### src/rtl/decryptor_pkg.sv
// Shared types and constants for the LFSR stream decryptor: FSM states,
// the candidate tap table used in search mode and the default preamble.
package decryptor_pkg;

    typedef enum logic [3:0] {
        S_IDLE,
        S_SEED_RD,
        S_SEED_USE,
        S_CHK_RD,
        S_CHK_USE,
        S_NEXT_TAP,
        S_DEC_RD,
        S_DEC_USE,
        S_FLUSH,
        S_DONE
    } state_t;

    localparam int NUM_TAPS = 6;
    localparam int TAP_IDX_W = 3;
    localparam logic [7:0] PRE_CHAR_DEFAULT = 8'h5F;

    // Candidate tap masks for a 6-bit LFSR, tried in ascending index order.
    function automatic logic [5:0] tap_table(input logic [TAP_IDX_W-1:0] idx);
        logic [5:0] t;
        case (idx)
            3'd0:    t = 6'h21;
            3'd1:    t = 6'h2D;
            3'd2:    t = 6'h30;
            3'd3:    t = 6'h33;
            3'd4:    t = 6'h36;
            3'd5:    t = 6'h39;
            default: t = 6'h21;
        endcase
        return t;
    endfunction

endpackage

### src/rtl/lfsr_decryptor_core_if.sv
// Byte-memory port between the decryptor (master) and a synchronous RAM (slave).
interface lfsr_decryptor_core_if #(
    parameter int DATA_W = 8,
    parameter int ADDR_W = 8
);
    // Read: raddr is presented one cycle, data_in carries mem[raddr] the next.
    // Write: wr_en is a single-cycle strobe qualifying waddr/data_out; no backpressure.
    logic [ADDR_W-1:0] raddr;
    logic [DATA_W-1:0] data_in;
    logic [ADDR_W-1:0] waddr;
    logic [DATA_W-1:0] data_out;
    logic              wr_en;

    modport master (
        output raddr,
        output waddr,
        output data_out,
        output wr_en,
        input  data_in
    );

    modport slave (
        input  raddr,
        input  waddr,
        input  data_out,
        input  wr_en,
        output data_in
    );

endinterface

### src/rtl/decryptor_lfsr.sv
// Fibonacci-style LFSR keystream register: shifts left, feedback is the
// parity of the tapped bits. load has priority over step.
module decryptor_lfsr #(
    parameter int LFSR_W = 6
) (
    input  logic              clk,
    input  logic              rst_n,
    input  logic              load,
    input  logic              step,
    input  logic [LFSR_W-1:0] load_val,
    input  logic [LFSR_W-1:0] taps,
    output logic [LFSR_W-1:0] state
);

    logic [LFSR_W-1:0] s_q;
    logic [LFSR_W-1:0] s_d;

    always_comb begin
        s_d = s_q;
        if (load) begin
            s_d = load_val;
        end else if (step) begin
            s_d = {s_q[LFSR_W-2:0], ^(s_q & taps)};
        end
    end

    always_ff @(posedge clk) begin
        if (!rst_n) begin
            s_q <= '0;
        end else begin
            s_q <= s_d;
        end
    end

    assign state = s_q;

endmodule

### src/rtl/lfsr_decryptor_core.sv
// LFSR stream decryptor: derives the seed from a known preamble byte, optionally
// searches the tap table until the preamble decrypts, then writes plaintext back.
module lfsr_decryptor_core
    import decryptor_pkg::*;
#(
    parameter int                DATA_W   = 8,
    parameter int                ADDR_W   = 8,
    parameter int                LFSR_W   = 6,
    parameter int                SRC_BASE = 0,
    parameter int                DST_BASE = 64,
    parameter int                PRE_LEN  = 7,
    parameter logic [DATA_W-1:0] PRE_CHAR = DATA_W'(PRE_CHAR_DEFAULT)
) (
    input  logic                 clk,
    input  logic                 rst_n,
    input  logic                 init,
    input  logic                 mode,
    input  logic [LFSR_W-1:0]    taps_in,
    input  logic [ADDR_W-1:0]    msg_len,
    lfsr_decryptor_core_if.master mem,
    output logic                 done,
    output logic                 fail,
    output logic [LFSR_W-1:0]    found_taps,
    output state_t               dbg_state
);

    localparam logic [ADDR_W-1:0]    SRC_A     = ADDR_W'(SRC_BASE);
    localparam logic [ADDR_W-1:0]    DST_A     = ADDR_W'(DST_BASE);
    localparam logic [ADDR_W-1:0]    PRE_LEN_A = ADDR_W'(PRE_LEN);
    localparam logic [ADDR_W-1:0]    ONE_A     = ADDR_W'(1);
    localparam logic [TAP_IDX_W-1:0] LAST_TAP  = TAP_IDX_W'(NUM_TAPS - 1);

    state_t               state_q, state_d;
    logic                 mode_q, mode_d;
    logic [ADDR_W-1:0]    len_q, len_d;
    logic [ADDR_W-1:0]    idx_q, idx_d;
    logic [TAP_IDX_W-1:0] tap_idx_q, tap_idx_d;
    logic [LFSR_W-1:0]    taps_q, taps_d;
    logic [LFSR_W-1:0]    seed_q, seed_d;
    logic [ADDR_W-1:0]    raddr_q, raddr_d;
    logic [ADDR_W-1:0]    waddr_q, waddr_d;
    logic [DATA_W-1:0]    data_out_q, data_out_d;
    logic                 wr_en_q, wr_en_d;
    logic                 done_q, done_d;
    logic                 fail_q, fail_d;

    logic                 lfsr_load;
    logic                 lfsr_step;
    logic [LFSR_W-1:0]    lfsr_load_val;
    logic [LFSR_W-1:0]    lfsr_state;

    logic [DATA_W-1:0]    plain;
    logic [ADDR_W-1:0]    chk_len;
    logic [ADDR_W-1:0]    chk_last;
    logic [ADDR_W-1:0]    dec_last;
    logic [ADDR_W-1:0]    idx_inc;
    logic [TAP_IDX_W-1:0] tap_idx_nxt;

    decryptor_lfsr #(
        .LFSR_W (LFSR_W)
    ) u_lfsr (
        .clk      (clk),
        .rst_n    (rst_n),
        .load     (lfsr_load),
        .step     (lfsr_step),
        .load_val (lfsr_load_val),
        .taps     (taps_q),
        .state    (lfsr_state)
    );

    // Short messages only have bytes 1..msg_len-1 of the preamble to verify.
    assign plain       = mem.data_in ^ DATA_W'(lfsr_state);
    assign chk_len     = (len_q < PRE_LEN_A) ? len_q : PRE_LEN_A;
    assign chk_last    = chk_len - ONE_A;
    assign dec_last    = len_q - ONE_A;
    assign idx_inc     = idx_q + ONE_A;
    assign tap_idx_nxt = tap_idx_q + TAP_IDX_W'(1);

    always_comb begin
        state_d       = state_q;
        mode_d        = mode_q;
        len_d         = len_q;
        idx_d         = idx_q;
        tap_idx_d     = tap_idx_q;
        taps_d        = taps_q;
        seed_d        = seed_q;
        raddr_d       = raddr_q;
        waddr_d       = waddr_q;
        data_out_d    = data_out_q;
        wr_en_d       = 1'b0;
        done_d        = done_q;
        fail_d        = fail_q;
        lfsr_load     = 1'b0;
        lfsr_step     = 1'b0;
        lfsr_load_val = seed_q;

        case (state_q)
            S_IDLE, S_DONE: begin
                if (init) begin
                    mode_d    = mode;
                    len_d     = msg_len;
                    tap_idx_d = '0;
                    taps_d    = mode ? LFSR_W'(tap_table('0)) : taps_in;
                    fail_d    = 1'b0;
                    if (msg_len == '0) begin
                        state_d = S_DONE;
                        done_d  = 1'b1;
                    end else begin
                        state_d = S_SEED_RD;
                        done_d  = 1'b0;
                        raddr_d = SRC_A;
                    end
                end
            end

            S_SEED_RD: state_d = S_SEED_USE;

            S_SEED_USE: begin
                seed_d        = LFSR_W'(mem.data_in ^ PRE_CHAR);
                lfsr_load     = 1'b1;
                lfsr_load_val = seed_d;
                if (mode_q && (len_q > ONE_A)) begin
                    idx_d   = ONE_A;
                    raddr_d = SRC_A + ONE_A;
                    state_d = S_CHK_RD;
                end else begin
                    idx_d   = '0;
                    raddr_d = SRC_A;
                    state_d = S_DEC_RD;
                end
            end

            // Key advances during the read cycle so it holds k_i when byte i arrives.
            S_CHK_RD: begin
                lfsr_step = 1'b1;
                state_d   = S_CHK_USE;
            end

            S_CHK_USE: begin
                if (plain != PRE_CHAR) begin
                    state_d = S_NEXT_TAP;
                end else if (idx_q == chk_last) begin
                    lfsr_load = 1'b1;
                    idx_d     = '0;
                    raddr_d   = SRC_A;
                    state_d   = S_DEC_RD;
                end else begin
                    idx_d   = idx_inc;
                    raddr_d = SRC_A + idx_inc;
                    state_d = S_CHK_RD;
                end
            end

            S_NEXT_TAP: begin
                if (tap_idx_q == LAST_TAP) begin
                    state_d = S_DONE;
                    done_d  = 1'b1;
                    fail_d  = 1'b1;
                end else begin
                    tap_idx_d = tap_idx_nxt;
                    taps_d    = LFSR_W'(tap_table(tap_idx_nxt));
                    lfsr_load = 1'b1;
                    idx_d     = ONE_A;
                    raddr_d   = SRC_A + ONE_A;
                    state_d   = S_CHK_RD;
                end
            end

            S_DEC_RD: state_d = S_DEC_USE;

            S_DEC_USE: begin
                wr_en_d    = 1'b1;
                waddr_d    = DST_A + idx_q;
                data_out_d = plain;
                lfsr_step  = 1'b1;
                if (idx_q == dec_last) begin
                    state_d = S_FLUSH;
                end else begin
                    idx_d   = idx_inc;
                    raddr_d = SRC_A + idx_inc;
                    state_d = S_DEC_RD;
                end
            end

            // Lets the final write strobe retire before done is raised.
            S_FLUSH: begin
                done_d  = 1'b1;
                state_d = S_DONE;
            end

            default: state_d = S_IDLE;
        endcase
    end

    always_ff @(posedge clk) begin
        if (!rst_n) begin
            state_q    <= S_IDLE;
            mode_q     <= 1'b0;
            len_q      <= '0;
            idx_q      <= '0;
            tap_idx_q  <= '0;
            taps_q     <= '0;
            seed_q     <= '0;
            raddr_q    <= '0;
            waddr_q    <= '0;
            data_out_q <= '0;
            wr_en_q    <= 1'b0;
            done_q     <= 1'b0;
            fail_q     <= 1'b0;
        end else begin
            state_q    <= state_d;
            mode_q     <= mode_d;
            len_q      <= len_d;
            idx_q      <= idx_d;
            tap_idx_q  <= tap_idx_d;
            taps_q     <= taps_d;
            seed_q     <= seed_d;
            raddr_q    <= raddr_d;
            waddr_q    <= waddr_d;
            data_out_q <= data_out_d;
            wr_en_q    <= wr_en_d;
            done_q     <= done_d;
            fail_q     <= fail_d;
        end
    end

    assign mem.raddr    = raddr_q;
    assign mem.waddr    = waddr_q;
    assign mem.data_out = data_out_q;
    assign mem.wr_en    = wr_en_q;
    assign done         = done_q;
    assign fail         = fail_q;
    assign found_taps   = taps_q;
    assign dbg_state    = state_q;

endmodule

### src/flat_wrapper.sv
// flat-port wrapper written by rule: the top's interface ports become plain ports
module lfsr_decryptor_core_flat import decryptor_pkg::*;
#(
    parameter int                DATA_W   = 8,
    parameter int                ADDR_W   = 8,
    parameter int                LFSR_W   = 6,
    parameter int                SRC_BASE = 0,
    parameter int                DST_BASE = 64,
    parameter int                PRE_LEN  = 7,
    parameter logic [DATA_W-1:0] PRE_CHAR = DATA_W'(PRE_CHAR_DEFAULT)
)
  (clk, rst_n, init, mode, taps_in, msg_len, done, fail, found_taps, dbg_state, mem_raddr, mem_waddr, mem_data_out, mem_wr_en, mem_data_in);
  lfsr_decryptor_core_if #(.DATA_W(DATA_W), .ADDR_W(ADDR_W)) mem_i ();
  input  logic clk;
  input  logic rst_n;
  input  logic init;
  input  logic mode;
  input  logic [LFSR_W-1:0] taps_in;
  input  logic [ADDR_W-1:0] msg_len;
  output logic done;
  output logic fail;
  output logic [LFSR_W-1:0] found_taps;
  output state_t dbg_state;
  output wire logic [$bits(mem_i.raddr)-1:0] mem_raddr;
  output wire logic [$bits(mem_i.waddr)-1:0] mem_waddr;
  output wire logic [$bits(mem_i.data_out)-1:0] mem_data_out;
  output wire logic [$bits(mem_i.wr_en)-1:0] mem_wr_en;
  input wire logic [$bits(mem_i.data_in)-1:0] mem_data_in;
  assign mem_raddr = mem_i.raddr;
  assign mem_waddr = mem_i.waddr;
  assign mem_data_out = mem_i.data_out;
  assign mem_wr_en = mem_i.wr_en;
  assign mem_i.data_in = mem_data_in;
  lfsr_decryptor_core #(.DATA_W(DATA_W), .ADDR_W(ADDR_W), .LFSR_W(LFSR_W), .SRC_BASE(SRC_BASE), .DST_BASE(DST_BASE), .PRE_LEN(PRE_LEN), .PRE_CHAR(PRE_CHAR)) u_core (.clk(clk), .rst_n(rst_n), .init(init), .mode(mode), .taps_in(taps_in), .msg_len(msg_len), .mem(mem_i), .done(done), .fail(fail), .found_taps(found_taps), .dbg_state(dbg_state));
endmodule
### config.mk
export PLATFORM = sky130hd
export DESIGN_NAME = lfsr_decryptor_core_flat
export DESIGN_NICKNAME = d
export VERILOG_FILES = /design/src/rtl/decryptor_pkg.sv /design/src/rtl/lfsr_decryptor_core_if.sv /design/src/rtl/decryptor_lfsr.sv /design/src/rtl/lfsr_decryptor_core.sv /design/src/flat_wrapper.sv
export SDC_FILE = /design/constraint.sdc
export NUM_CORES = 1
export LEC_CHECK = 0
export CAP_MARGIN = 20
export CORE_UTILIZATION = 54
export DETAILED_ROUTE_END_ITERATION = 10
export PLACE_DENSITY_LB_ADDON = 0.12
export SLEW_MARGIN = 20
export SYNTH_ARGS = -nofsm -noshare
export SYNTH_HDL_FRONTEND = slang
export SYNTH_SLANG_ARGS = --single-unit
### constraint.sdc
create_clock -name clk -period 4.1 [get_ports clk]
set_clock_uncertainty 0.15 [all_clocks]
set_input_delay 0.615 -clock clk [delete_from_list [all_inputs] [get_ports clk]]
set_output_delay 0.615 -clock clk [all_outputs]
set_load 0.01 [all_outputs]
==> out/qor.yml <==
clk_latency_ns: 0.35
status: "complete, no violations"
crit_family: "compound AO/OA/AOI/OAI gates"
post_cts_resized: 0
crit_path_cell_trace: "ha_1, a211oi_1, and2_1, ha_1, xnor2_1, xor2_1, o32ai_1, o2111ai_2, o221a_1, mux2_4"
reg2reg_from: "u_core.len_q[0]"
period_needed_ns: 3.364
crit_fanout: 9
dp_cells: 621
wl_um: 9491
ioPinCount: 63
clkPwrFrac_pct: 22.0
slowest_stage: "o221a_1"
syn_to_final_growth_pct: 19.82
hold_violations: 0
clock_path_buffers: 2
path_common_cell: "ha_1"
fmax_mhz: 297.3
start_util_pct: 56.99
combPwrFrac_pct: 42.0
die_w_um: 87.61
intPower_mw: 1.490
grt_overflow: 0
syn_avg_cell_area_um2: 8.027
syn_area_mm2: 0.003958
wl_per_cell_um: 14.92
synth_seq_cells: 69
r2r_cells: 10
slew_headroom_pct: 56.37
slew_viol_final: 0
setup_viol: 0
clkTransAtPathRegs_ns: 0.08
fin_cells: 636
hold_depth: 2
worstPathRequired_ns: 4.19
grt_util_all_layers_pct: 26.53
nFillCells: 596
antenna_found_initial: 0
nets: 573
ys_async_sr_fraction_pct: 0
netlist_instances: 493
final_common_cell: "dfxtp_1"
holdPathEnd: "u_core.mem.waddr[1]"
final_cell_mix: "dfxtp_1 (69), nand2_1 (66), clkdlybuf4s50_1 (62)"
vias: 3618
cp.depth: 10
tritoncts: "done"
synth_cell_type_count: 64
viasPerCell: 5.689
die_h_um: 87.61
rows: 30
cts-buffers-inserted: 9
cp.buffers_inverters: 0
ys.flop_type: "dfxtp_1"
critPathKind: "flip-flop to flip-flop"
dp_hpwl_um: 6685
r2r_setup_slack_ns: 0.74
swShare_pct: 39.58
die-area_mm2: 0.007676
hold_class: "flip-flop to flip-flop"
ys.warnings.count: 0
grt_pass1_wl_um: 15950
ys_seq_area_share_pct: 34.90
drc: 0
h-tree-depth: 3
fin_crit_sh_pct: 82.05
grt_setup_unrepaired: "no"
worst_pin_slew_ns: 0.6528
final_util_pct: 68.29
dr.pass1.iters: 4
net-switching-power_uw: 976.4
portBuffers: 62
r2r_end: "u_core.u_lfsr.state[0]"
diodes: 0
cts_setup_buffers: 0
root_buffer: "clkbuf_8"
cts.sinks: 69
synthesis.nets: 530
hold_buffers: 0
worstHoldStart: "u_core.mem.waddr[1]"
synth_edf_count: 0
start_kind: "flip-flop"
gp_congestion: 0.8787
grt_max_degree: 48
power_density_mw_per_mm2: 520.2
vdd.ir_drop.worst_mv: 0.3361
worstPathArrival_ns: 3.45
critPathCaptureType: "flip-flop"
postRouteAntennaNets: 0
design.core.area_mm2: 0.006944
holdWs_ns: 0.3105
seqPwrFrac_pct: 36.1
cap_violations: 0
drt-initial-drc-count: 196
critPathMaxStageDelay_ns: 0.47
power_leakage_nw: 1.726
grt_pass1_vias: 3469
fin_tns_setup_ns: 0
drive_above_1_share_pct: 8.148
per-layer routing:
layer / track usage, % / wire length (um) / up-vias
met5: 0 / 0 / -
li1: - / - / 1817
met1: 32.01 / 4044 / 1684
met2: 46.38 / 4878 / 106
met3: 5.372 / 449 / 11
met4: 10.43 / 119 / 0
area by class of cell:
cell class	instances	area [um2]	area share, %
Clock buffer	9	123.9	2.612
Sequential cell	69	1381	29.13
Tap cell	96	120.1	2.533
Inverter	11	41.29	0.8707
Timing Repair Buffer	67	658.1	13.88
Multi-Input combinational cell	378	2352	49.60
Clock inverter	6	65.06	1.372
cells in the mapped netlist (2+ instances only):
cell type	n	area share (%)
a21oi_2	2	0.44
mux2i_1	16	4.0
xnor2_1	21	4.6
and3b_1	2	0.44
nand3_2	3	0.76
or3_1	9	1.4
a32oi_1	5	1.1
nand3b_1	4	0.76
buf_4	2	0.38
nor2b_1	7	1.1
nand2_1	66	6.3
nand3_1	16	2.0
o21a_1	4	0.76
a31oi_1	6	0.95
nor2_1	58	5.5
buf_2	11	1.4
inv_1	11	1.0
clkbuf_1	16	1.5
o21ai_0	15	1.9
buf_1	2	0.19
or4_1	2	0.38
o22ai_1	5	0.79
nand4_1	4	0.63
or2_2	8	1.3
a211oi_1	12	2.3
and4_1	2	0.44
nor3_1	10	1.3
and2_1	3	0.47
o211ai_1	2	0.38
o311ai_0	2	0.44
buf_6	4	1.1
a311oi_1	2	0.44
xor2_1	10	2.2
a21oi_1	37	4.7
nand2b_1	5	0.79
nor3_2	2	0.51
ha_1	11	3.5
dfxtp_1	69	35
a2111oi_0	2	0.44
stage by stage:
stage               setup slack (ns)  cell area, um2  power [mW]
detailed placement            0.7717            4553       1.929
global placement              0.9302            4553       1.900
CTS                           0.7498            4742       2.472
floorplan                      1.142            3958       1.671
global route                  0.4898            4742       2.638
finish                        0.7358            4742       2.467
power by group through the flow:
stage,clock [mW],sequential (mW),combinational (mW)
2_1_floorplan,0,0.857,0.814
3_3_place_gp,0,0.899,1.00
3_5_place_dp,0,0.903,1.03
4_1_cts,0.551,0.888,1.03
5_1_grt,0.583,0.907,1.15
6_report,0.542,0.890,1.04
state kept, by name (all words and copies together) (netlist names):
| name | count |
|---|---|
| u_core.idx_q | 8 |
| u_core.len_q | 8 |
| u_core.mem.data_out | 8 |
| u_core.mem.raddr | 8 |
| u_core.mem.waddr | 8 |
| u_core.found_taps | 6 |
| u_core.seed_q | 6 |
| u_core.u_lfsr.state | 6 |
| u_core.dbg_state | 4 |
| u_core.tap_idx_q | 3 |
| u_core.done | 1 |
| u_core.fail | 1 |
| u_core.mem.wr_en | 1 |
| u_core.mode_q | 1 |
logic make-up (layout without fill, tap and decap cells):
kind of cell | Yosys count | count (layout) | synth area share, %
and+or+nand+nor | 211 | 211 | 26.59
AOI/OAI and AO/OA | 107 | 107 | 17.83
DFF | 69 | 69 | 34.90
buffers and inverters | 46 | 93 | 5.659
xor gates and xnor gates | 31 | 31 | 6.861
muxes | 17 | 17 | 4.426
adders and majority gates | 12 | 12 | 3.731
worst min-delay path, stage by stage, from the launching register on:
cell and delay, ns:
dfxtp_1 0.32, nand2_1 0.05, a21oi_1 0.05
worst max path at each step:
| stage | to | from |
|---|---|---|
| after floorplan | u_core.u_lfsr.state[0] | u_core.len_q[0] |
| after global placement | u_core.u_lfsr.state[0] | u_core.len_q[0] |
| after detailed placement | u_core.u_lfsr.state[0] | u_core.len_q[0] |
| after CTS | u_core.u_lfsr.state[0] | u_core.len_q[0] |
| after global routing | u_core.idx_q[4] | u_core.len_q[0] |
| final | u_core.u_lfsr.state[0] | u_core.len_q[0] |
Note: power is estimated with default switching activity, not from simulation.
